## config.mk

```make
export PLATFORM = sky130hd
export DESIGN_NAME = fetch_unit
export DESIGN_NICKNAME = d
export VERILOG_FILES = /design/src/rtl/fetch_unit.sv
export SDC_FILE = /design/constraint.sdc
export NUM_CORES = 1
export LEC_CHECK = 0
export CORE_MARGIN = 3
export CORE_UTILIZATION = 49
export DETAILED_ROUTE_END_ITERATION = 8
export PLACE_DENSITY = 0.84
export SLEW_MARGIN = 20
export SYNTH_ARGS = -nofsm -noshare
export SYNTH_HDL_FRONTEND = slang
export SYNTH_SLANG_ARGS = --single-unit
```

## constraint.sdc

```tcl
create_clock -name clk -period 8 [get_ports clk]
set_clock_uncertainty 0.05 [all_clocks]
set_input_delay 1.6 -clock clk [delete_from_list [all_inputs] [get_ports clk]]
set_output_delay 1.6 -clock clk [all_outputs]
set_load 0.01 [all_outputs]
```

## src/rtl/fetch_unit.sv

```systemverilog
// IF stage plus IF/ID register: issues imem requests from PC_F, buffers returned
// instructions in a small FIFO and feeds decode under hazard-unit control.
module fetch_unit #(
    parameter int              XLEN      = 64,
    parameter logic [XLEN-1:0] RESET_PC  = '0,
    parameter int              BUF_DEPTH = 2,
    parameter int              MAX_OUT   = 2
) (
    input  logic            clk,
    input  logic            rst,
    input  logic            Stall_F,
    input  logic            Stall_D,
    input  logic            Flush_D,
    input  logic            PCSrc_E,
    input  logic [XLEN-1:0] PCTarget_E,
    output logic            imem_req_valid,
    input  logic            imem_req_ready,
    output logic [XLEN-1:0] imem_req_addr,
    input  logic            imem_rsp_valid,
    input  logic [31:0]     imem_rsp_data,
    output logic [31:0]     Instr_D,
    output logic [XLEN-1:0] PC_D,
    output logic [XLEN-1:0] PCPlus4_D,
    output logic            Valid_D
);
    localparam int          PW  = $clog2(BUF_DEPTH);
    localparam int          CW  = PW + 1;
    localparam logic [31:0] NOP = 32'h0000_0013;

    typedef logic [PW-1:0] ptr_t;
    typedef logic [CW-1:0] cnt_t;
    typedef logic [CW:0]   sum_t;

    logic [XLEN-1:0] pc_q, pc_d;
    logic [XLEN-1:0] fifo_pc_mem    [BUF_DEPTH];
    logic [31:0]     fifo_instr_mem [BUF_DEPTH];
    logic [XLEN-1:0] pcq_mem        [BUF_DEPTH];
    ptr_t            fifo_wr_q, fifo_wr_d, fifo_rd_q, fifo_rd_d;
    ptr_t            pcq_wr_q, pcq_wr_d, pcq_rd_q, pcq_rd_d;
    cnt_t            fifo_cnt_q, fifo_cnt_d, out_q, out_d, kill_q, kill_d;
    logic [31:0]     id_instr_q, id_instr_d;
    logic [XLEN-1:0] id_pc_q, id_pc_d, id_pc4_q, id_pc4_d;
    logic            id_valid_q, id_valid_d;
    logic            issue, rsp_kill, fifo_push, fifo_pop;
    sum_t            reserved;

    // A pop this cycle frees its slot at the same edge, so it counts as credit;
    // without it a 2-entry buffer could not sustain one instruction per cycle.
    always_comb begin
        fifo_pop       = !Flush_D && !Stall_D && (fifo_cnt_q != '0);
        reserved       = sum_t'(fifo_cnt_q) + sum_t'(out_q) - sum_t'(fifo_pop);
        imem_req_valid = !rst && !Stall_F && !PCSrc_E
                         && (reserved < sum_t'(BUF_DEPTH)) && (out_q < cnt_t'(MAX_OUT));
        imem_req_addr  = pc_q;
        issue          = imem_req_valid && imem_req_ready;
        rsp_kill       = imem_rsp_valid && (kill_q != '0);
        fifo_push      = imem_rsp_valid && !rsp_kill && !PCSrc_E;
    end

    always_comb begin
        // NOTE: every always_comb output gets a default first so no path can infer a latch.
        pc_d       = pc_q;
        pcq_wr_d   = pcq_wr_q;
        pcq_rd_d   = pcq_rd_q;
        fifo_wr_d  = fifo_wr_q;
        fifo_rd_d  = fifo_rd_q;
        fifo_cnt_d = fifo_cnt_q + cnt_t'(fifo_push) - cnt_t'(fifo_pop);
        out_d      = out_q + cnt_t'(issue) - cnt_t'(imem_rsp_valid);
        kill_d     = kill_q - cnt_t'(rsp_kill);
        id_instr_d = id_instr_q;
        id_pc_d    = id_pc_q;
        id_pc4_d   = id_pc4_q;
        id_valid_d = id_valid_q;

        if (issue) begin
            pc_d     = pc_q + XLEN'(4);
            pcq_wr_d = pcq_wr_q + ptr_t'(1);
        end
        if (imem_rsp_valid) pcq_rd_d  = pcq_rd_q + ptr_t'(1);
        if (fifo_push)      fifo_wr_d = fifo_wr_q + ptr_t'(1);
        if (fifo_pop)       fifo_rd_d = fifo_rd_q + ptr_t'(1);

        // Every request still in flight after this edge belongs to the old path.
        if (PCSrc_E) begin
            pc_d       = PCTarget_E & ~XLEN'(3);
            fifo_rd_d  = fifo_wr_q;
            fifo_wr_d  = fifo_wr_q;
            fifo_cnt_d = '0;
            kill_d     = out_q - cnt_t'(imem_rsp_valid);
        end

        if (Flush_D || (!Stall_D && !fifo_pop)) begin
            id_instr_d = NOP;
            id_pc_d    = '0;
            id_pc4_d   = '0;
            id_valid_d = 1'b0;
        end else if (fifo_pop) begin
            id_instr_d = fifo_instr_mem[fifo_rd_q];
            id_pc_d    = fifo_pc_mem[fifo_rd_q];
            id_pc4_d   = fifo_pc_mem[fifo_rd_q] + XLEN'(4);
            id_valid_d = 1'b1;
        end
    end

    // NOTE: state flops use non-blocking assignments so every flop samples pre-edge values.
    always_ff @(posedge clk or posedge rst) begin
        if (rst) begin
            pc_q       <= RESET_PC;
            pcq_wr_q   <= '0;
            pcq_rd_q   <= '0;
            fifo_wr_q  <= '0;
            fifo_rd_q  <= '0;
            fifo_cnt_q <= '0;
            out_q      <= '0;
            kill_q     <= '0;
            id_instr_q <= NOP;
            id_pc_q    <= '0;
            id_pc4_q   <= '0;
            id_valid_q <= 1'b0;
        end else begin
            pc_q       <= pc_d;
            pcq_wr_q   <= pcq_wr_d;
            pcq_rd_q   <= pcq_rd_d;
            fifo_wr_q  <= fifo_wr_d;
            fifo_rd_q  <= fifo_rd_d;
            fifo_cnt_q <= fifo_cnt_d;
            out_q      <= out_d;
            kill_q     <= kill_d;
            id_instr_q <= id_instr_d;
            id_pc_q    <= id_pc_d;
            id_pc4_q   <= id_pc4_d;
            id_valid_q <= id_valid_d;
        end
    end

    // NOTE: storage arrays are not reset; the counters and pointers alone define which entries are live.
    always_ff @(posedge clk) begin
        if (issue) pcq_mem[pcq_wr_q] <= pc_q;
        if (fifo_push) begin
            fifo_pc_mem[fifo_wr_q]    <= pcq_mem[pcq_rd_q];
            fifo_instr_mem[fifo_wr_q] <= imem_rsp_data;
        end
    end

    assert property (@(posedge clk) disable iff (rst)
        !(fifo_push && !fifo_pop && (fifo_cnt_q == cnt_t'(BUF_DEPTH))));

    assign Instr_D   = id_instr_q;
    assign PC_D      = id_pc_q;
    assign PCPlus4_D = id_pc4_q;
    assign Valid_D   = id_valid_q;
endmodule
```

**Yosys cells after proc, flatten, opt, wreduce, memory -nomap -nowiden**

Memory sizes are Yosys's and may differ from the RTL's.
Cells that the tools add are included.

- Register bits after elaboration: 235
- Bits in writable memories: 320
- Output and inout bits: 226
- Word-level logic and storage cells: 75
- Memories kept: 3

Memories:

| memory | words | bits a word | read ports | clocked after memory_dff | wr ports | RTL line | text |
|---|---|---|---|---|---|---|---|
| fifo_pc_mem | 2 | 64 | 1 | 0 | 1 | 35 | `logic [XLEN-1:0] fifo_pc_mem [BUF_DEPTH];` |
| pcq_mem | 2 | 64 | 1 | 0 | 1 | 37 | `logic [XLEN-1:0] pcq_mem [BUF_DEPTH];` |
| fifo_instr_mem | 2 | 32 | 1 | 0 | 1 | 36 | `logic [31:0] fifo_instr_mem [BUF_DEPTH];` |

- Add/sub/neg operators: 14
- $lt $le $gt $ge: 2
- Muxes and demuxes: 18
- Bitwise gates (word level): 1
- Reductions and logical operators: 25

Operator list:

| cell | number |
|---|---|
| $mux 64 | 6 |
| $add 64x3->64 const B | 2 |
| $mux 32 | 2 |
| $logic_and 1x1->1 | 11 |
| $reduce_bool 2->1 | 5 |
| $mux 1 | 8 |
| $sub 2x1->2 | 4 |
| $logic_not 1->1 | 7 |
| $add 1x1->1 const B | 4 |
| $add 2x1->2 | 2 |
| $mux 2 | 2 |
| $add 2x2->3 | 1 |
| $lt 3x2->1 const B | 1 |
| $sub 3x1->3 | 1 |
| $lt 2x2->1 const B | 1 |
| $reduce_and 2->1 | 1 |
| $logic_or 1x1->1 | 1 |
| $not 1->1 | 1 |

**Logic depth before layout (Yosys ltp)**

Gate-level depths: netlist of run 1.

- Depth after elaboration: 10
- Depth in mapped cells: 20

**Least setup slack after synthesis of run 1**

OpenSTA, ideal clock, no wires.

- Kind: input to register
- From: input Stall_D
- To: memory pcq_mem[0][10], enable pin
- Setup time: 482 ps
- Data arrival time: 7080 ps
- Slack: 388 ps
- Stages: 16
- Buffers on the path: 5
- Path through: nor2_1 > o21ai_0 > clkbuf_1 > clkinv_1 > clkbuf_1 > ha_1 > nand2b_1 > fa_1 > xor2_1 > and3_1 > clkbuf_1 > and2_1 > inv_2 > clkbuf_1 > buf_1 > nor2_1

- Longest elaborated chain between the ends: 10

Ends and longest elaborated chain:

| item | RTL line | text |
|---|---|---|
| start: declaration | 12 | `input logic Stall_D,` |
| $logic_not 1->1 | 50 | `fifo_pop = !Flush_D && !Stall_D && (fifo_cnt_q != '0);` |
| $logic_and 1x1->1 (2 in a row) | 50 |  |
| $sub 3x1->3 | 51 | `reserved = sum_t'(fifo_cnt_q) + sum_t'(out_q) - sum_t'(fifo_pop);` |
| $lt 3x2->1 | 53 | `&& (reserved < sum_t'(BUF_DEPTH)) && (out_q < cnt_t'(MAX_OUT));` |
| $logic_and 1x1->1 (2 in a row) | 53 |  |
| named net imem_req_valid | 16 | `output logic imem_req_valid,` |
| $logic_and 1x1->1 | 55 | `issue = imem_req_valid && imem_req_ready;` |
| $mux 1 | 138 | `if (issue) pcq_mem[pcq_wr_q] <= pc_q;` |
| $mux 1 (not written as such) | 138 |  |
| end: declaration | 37 |  |

The timed path passes the listed nets, and every way through them passes these cells.

**Final worst setup path of run 1**

- From: input Flush_D
- To: output imem_req_valid

- Longest elaborated chain between the ends: 7

Ends and longest elaborated chain:

| item | RTL line | text |
|---|---|---|
| start: declaration | 13 | `input logic Flush_D,` |
| $logic_not 1->1 | 50 |  |
| $logic_and 1x1->1 (2 in a row) | 50 |  |
| $sub 3x1->3 | 51 |  |
| $lt 3x2->1 | 53 |  |
| $logic_and 1x1->1 (2 in a row) | 53 |  |
| end: declaration | 16 |  |

Every way passes these cells.

==> results.toml, run 1 <==
[run_status]
outcome = "complete, no violations"

[sta]
final-max-slew-violation-count = 0
slew_headroom_pct = 25.7
final.setup.tns_ns = 0
min_period_ns = 6.43
max_freq_ghz = 0.155
grt_setup_unrepaired = "no"
final_cycle_utilization_of_the_critical_path_pct = 80.4
worst_pin_slew_ns = 1.11
finalHoldViolations = 0
setup_viol_count_final = 0

[clocking]
postCtsHoldBufs = 0
post-cts-setup-buffers = 0
worst_skew_pair.late_latency_ns = 0.60
clock_transition_at_the_register_clock_pins_on_the_worst_setup_and_hold_paths_after_cts_ns = 0.06
cts_buffers = 54
cts-resized-gates = 0
clkSinkCount = 541
maximum_clock_insertion_buffer_count = 3
ctsHtreeMaxLevel = 2
cts_root_buffer = "clkbuf_16"
tritoncts = "yes"

[cells_and_area]
antenna-diode-count = 0
area_growth_synth_to_finish_pct = 23.7
post_route_cells_drive_above_1_share_pct = 9.12
final_design_area_no_fill_um2 = 28700
final_cells = 2788
nNetsFinal = 2250

[critical_path]
r2r-end = "imem_req_addr[18]"
worstPathArrival_ns = 4.78
critPathCaptureType = "primary output"
crit_path_cell_trace = "clkdlybuf4s50_1, nor2_1, o21ai_4, clkinv_1, ha_1, nand2b_1, fa_1, xor2_1, and3_1, clkdlybuf4s50_1"
critical_path.startpoint_type = "input port"
worst-path-max-fanout = 25
worst_path_most_repeated_cell = "clkdlybuf4s50_1"
reg2reg_setup_slack_ns = 3.34
worst_case_reg_to_reg_path_depth = 13
worst_r2r_startpoint = "fifo_cnt_q[1]"
required_ns = 6.35
cp_slowest_stage_delay_ns = 0.61
critPathSlowestCell = "clkdlybuf4s50_1"
timing.setup.critical_path_class = "in -> out"

[route]
wl_met2_um = 27500
routed.top_layer = "met4"
vias_after_detailed_routing = 16500
m1_wire_length_um = 26500
drt-initial-drc-count = 1676
antenna_violating_nets_post_route = 0
vias_per_cell = 5.92
post-route-drc-count = 0
drt_pre_antenna_iters = 7
met3WireLength_um = 4600
route.final.wire_length_um = 60500
drt-wirelength-per-cell_um = 21.7

[power]
power.static_leakage_uw = 0.0106
p_int_uw = 5280
clkPwrFrac_pct = 33.0
p_comb_share_pct = 19.8
power_density_nw_per_um2 = 257
fin_total_pwr_uw = 7370
worst_ir_drop_vdd_v = 0.000154
power.sequential.fraction_pct = 47.2
power_switching_share_pct = 28.4
p_switching_uw = 2100

[floorplan]
core_area_um2 = 46700
design.portCount = 330
placement_rows = 79
start_util_pct = 49.7
die_area_um2 = 50000
die_height_um = 224
die_x_um = 224

[placed_design]
post-dp-hpwl_um = 42500
place.gp.congestion = 0.881
port-buffer-count = 321
post-place-cells = 2686
placedInstanceArea_um2 = 27000

[yosys]
yosysUniqueCellTypes = 71
postSynthAreaPerCell_um2 = 12.7
async_reset_ff_share_pct = 42.3
mappedNetlistArea_um2 = 23200
yosys_warns = 0
synth_ff_type = "edfxtp_1"
syn_inst = 1832
synth_enable_flop_cells = 312
synth.yosys.seq_area_share_pct = 65.1
synth_seq_cells = 541

[global_routing]
pin_count_of_the_biggest_net_entering_global_routing = 157
global_route_wire_length_before_repair_um = 93600
gr-usage-all-layers_pct = 23.7
grt_remaining_overflow = 0
grt_antenna_before_repair = 0
grt_pass1_vias = 16100

[min_path]
worst_hold_startpoint = "PC_D[37]"
min-delay-path-class = "reg -> reg"
worstHoldPathCells = 2
whs_endpoint = "PC_D[37]"

[flow_run]
max_cap_viols = 0
-- stage by stage --
stage | hold WS, ns | setup WS (ns) | util (%)
CTS | 0.433 | 1.57 | 61.5
detailed placement | 0.420 | 1.57 | 57.8
floorplan | 0.411 | 0.0787 | -
global placement | 0.409 | 1.58 | 57.8
global route | 0.447 | 1.39 | 61.5
finish | 0.429 | 1.57 | 61.5
-- cells in the final DEF (no fill, tap or decap), types with 20 or more instances in the layout --
cell | Yosys | layout
mux2_2 | 69 | 69
mux2i_1 | 100 | 100
nand3_1 | 85 | 85
a22oi_1 | 20 | 20
and3_1 | 23 | 22
clkbuf_16 | 0 | 54
nand3b_1 | 25 | 25
clkdlybuf4s50_1 | 0 | 320
a21oi_1 | 24 | 24
nor2_1 | 43 | 40
edfxtp_1 | 312 | 312
inv_1 | 22 | 21
nand4_1 | 49 | 49
nor4_1 | 29 | 29
xnor2_1 | 22 | 22
xor2_1 | 50 | 50
dfrtp_1 | 226 | 224
nor3_1 | 24 | 24
o21ai_0 | 172 | 171
nand2_1 | 255 | 255
-- cells in the mapped netlist, types with 17 or more instances --
cell	instances	area (um^2)
nand2_1	255	957
mux2i_1	100	1000
and3_1	23	144
inv_1	22	82.6
nor3_1	24	120
clkbuf_1	65	244
dfrtp_1	226	5660
nor4_1	29	181
xor2_1	50	438
edfxtp_1	312	9370
o211ai_1	17	128
nor2_1	43	161
a21oi_1	24	120
nand4b_1	17	149
mux2_2	69	777
nand3b_1	25	188
o21ai_0	172	861
xnor2_1	22	193
nand4_1	49	307
nand3_1	85	425
a22oi_1	20	150
-- per-layer routing --
layer	global-route usage, %	up-vias
li1	-	7454
met1	34.5	8108
met2	36.5	785
met3	4.63	145
met4	7.61	0
met5	0	-
-- worst max path at each step --
stage	end	start
finish	imem_req_valid	Flush_D
global route	imem_req_valid	Flush_D
global placement	imem_req_valid	Flush_D
CTS	imem_req_valid	Flush_D
detailed placement	imem_req_valid	Flush_D
floorplan	Instr_D[10]	rst
-- layout make-up --
cell class,instances,area [um^2]
tap,607,759
inverter,24,97.6
sequential,541,15100
timing repair buffer,341,3370
clock buffer,74,1510
multi-input combinational,1173,7620
fill,3496,18000
clock inverter,28,213
-- power by group through the flow --
stage	logic, uW	clock network (uW)	registers [uW]
finish	1460	2430	3480
CTS	1460	2470	3480
global placement	1410	0	3510
floorplan	929	0	3470
detailed placement	1450	0	3530
global route	1570	2590	3510
-- critical path, delay by kind of cell --
family / cells / cell delay (ns)
buffers and inverters: 3 / 1.44
adder cells (fa/ha/maj): 2 / 0.71
AND/OR/NAND/NOR: 3 / 0.61
AO/OA/AOI/OAI: 1 / 0.27
XOR/XNOR: 1 / 0.14
-- sequential cells by signal (all words and copies together) (netlist names), 2 cells and up --
register,count
PCPlus4_D,62
fifo_cnt_q,2
imem_req_addr,62
Instr_D,32
out_q,2
kill_q,2
fifo_pc_mem,124
fifo_instr_mem,64
pcq_mem,124
PC_D,62
-- logic make-up after synthesis --
logic type | count (synthesis) | synth area share [%]
adder cells (fa/ha/maj) | 11 | 0.626
other | 1 | 0.0162
flip-flops | 541 | 65.1
buffers and inverters | 123 | 2.27
XOR/XNOR | 72 | 2.72
AND/OR/NAND/NOR | 608 | 13.4
AO/OA/AOI/OAI | 307 | 8.12
multiplexers | 169 | 7.67
Note: power is estimated with default switching activity, not from simulation.
==> run 2, diff against run 1 <==
Clock period 8 ns to 5.8 ns, I/O delays scaled along.
==> results.toml, run 2 (same netlist as run 1, synthesis figures left out) <==
[cells_and_area]
fillers = 3468
final_common_cell = "clkdlybuf4s50_1"
top_regs = "fifo_pc_mem x124, pcq_mem x124, fifo_instr_mem x64"
area_growth_synth_to_finish_pct = 25.0
nNetsFinal = 2258
most-common-layout-cells = "clkdlybuf4s50_1, edfxtp_1, nand2_1"
post_route_cells_drive_above_1_share_pct = 9.55
final_util_pct = 62.1
final_design_area_no_fill_um2 = 29000
antenna-diode-count = 0

[sta]
max_freq_ghz = 0.189
finalHoldViolations = 0
grt_setup_unrepaired = "no"
final-max-slew-violation-count = 0
final_cycle_utilization_of_the_critical_path_pct = 91.3
worst_pin_slew_ns = 1.01
setup_viol_count_final = 0
slew_headroom_pct = 32.8
min_period_ns = 5.29

[global_routing]
global_route_wire_length_before_repair_um = 93800
gr-usage-all-layers_pct = 23.8
pin_count_of_the_biggest_net_entering_global_routing = 160
grt_remaining_overflow = 0
grt_pass1_vias = 16200
grt_antenna_before_repair = 0

[route]
vias_per_cell = 5.86
drt-initial-drc-count = 1549
vias_after_detailed_routing = 16400
post-route-drc-count = 0
antenna_violating_nets_post_route = 0
drt_pre_antenna_iters = 6
route.final.wire_length_um = 60400
drt-wirelength-per-cell_um = 21.6

[power]
power.static_leakage_uw = 0.0108
worst_ir_drop_vdd_v = 0.000217
power_density_nw_per_um2 = 361

[clocking]
worst_skew_pair.late_latency_ns = 0.61
tritoncts = "yes"
postCtsHoldBufs = 0
maximum_clock_insertion_buffer_count = 3
cts-resized-gates = 0
ctsHtreeMaxLevel = 2
cts_root_buffer = "clkbuf_16"
cts_buffers = 54
clock_transition_at_the_register_clock_pins_on_the_worst_setup_and_hold_paths_after_cts_ns = 0.06
post-cts-setup-buffers = 0
clkSinkCount = 541

[critical_path]
worstPathArrival_ns = 4.08
critPathSlowestCell = "clkdlybuf4s50_1"
reg2reg_setup_slack_ns = 1.55
timing.setup.critical_path_class = "in -> out"
worst_r2r_startpoint = "fifo_rd_q"
required_ns = 4.59
critPathTopFamily = "buffers and inverters"
r2r-end = "PCPlus4_D[62]"
cp_slowest_stage_delay_ns = 0.61
critPathBufInv = 3
worst_path_most_repeated_cell = "clkdlybuf4s50_1"
worst_case_reg_to_reg_path_depth = 9
critical_path.startpoint_type = "input port"
critPathCaptureType = "primary output"
worst-path-max-fanout = 7
crit_path_cell_trace = "clkdlybuf4s50_1, nor2_1, o21ai_4, clkinv_1, ha_1, nand2b_1, fa_1, xor2_1, and3_1, clkdlybuf4s50_1"

[min_path]
whs_endpoint = "Instr_D[8]"
min-delay-path-class = "reg -> reg"
worstHoldPathCells = 2
worst_hold_startpoint = "Instr_D[8]"

[placed_design]
place.gp.congestion = 0.873
post-dp-hpwl_um = 42200
port-buffer-count = 321
placedInstanceArea_um2 = 27100

[floorplan]
die_area_um2 = 50000
start_util_pct = 49.7
design.portCount = 330
die_x_um = 224
die_height_um = 224
core_area_um2 = 46700
placement_rows = 79

[run_status]
outcome = "complete, no violations"

[flow_run]
max_cap_viols = 0
==> run 2: cell types whose count changed in the layout (fill, tap and decap cells not counted), sizes merged <==
cell      previous run  this run
clkinv              20        12
clkinvlp             4         5
buf                 21        29
inv                 26        23
clkbuf              74        79
bufinv               2         7
==> run 2: tightest hold or removal path: cells and delay by family, from the launching register on <==
family / cells / cell delay (ns)
compound gates: 1 / 0.06
flops: 1 / 0.34
simple gates: 1 / 0.05
==> run 2: routing by layer <==
layer | vias up | wire [um] | GRT usage [%]
met3 | 130 | 4380 | 4.39
met2 | 757 | 27500 | 36.7
met5 | - | 0 | 0
met1 | 8042 | 26700 | 34.6
li1 | 7459 | - | -
met4 | 0 | 1940 | 7.88
==> run 2: worst max-delay path by stage <==
stage               startpoint                    to  slack (ns)  depth (start not counted)
floorplan              PCSrc_E  fifo_instr_mem[0][0]       -0.45                          4
global placement       Flush_D        imem_req_valid        0.56                         10
detailed placement     Flush_D        imem_req_valid        0.57                         10
CTS                    Flush_D        imem_req_valid        0.56                         10
global route           Flush_D        imem_req_valid        0.37                         10
finish                 Flush_D        imem_req_valid        0.51                         10
==> run 2: final cells by class <==
cell class	count	area, um^2	share of cell area (%)
Multi-Input combinational cell	1173	7620	26.3
Tap cell	607	759	2.62
Clock buffer	79	1560	5.38
Clock inverter	23	328	1.13
Inverter	24	93.8	0.324
Timing Repair Buffer	349	3510	12.1
Sequential cell	541	15100	52.2
==> run 2: stage by stage <==
stage / power (uW) / cells / worst slack, ns / hold slack (ns) / setup TNS [ns]
3_5_place_dp: 6870 / 2694 / 0.565 / 0.419 / 0
4_1_cts: 10500 / 2796 / 0.562 / 0.433 / 0
6_report: 10500 / 2796 / 0.507 / 0.427 / 0
2_1_floorplan: 6060 / 1837 / -0.453 / 0.428 / -85.25
5_1_grt: 10900 / 2796 / 0.372 / 0.452 / 0
3_3_place_gp: 6800 / 2694 / 0.561 / 0.409 / 0
==> run 2: power by group <==
group          switching [uW]  leakage (uW)  internal [uW]
combinational            1110       0.00398            916
clock                    1460      0.000908           2180
sequential                338       0.00587           4460
total                    2900        0.0108           7560
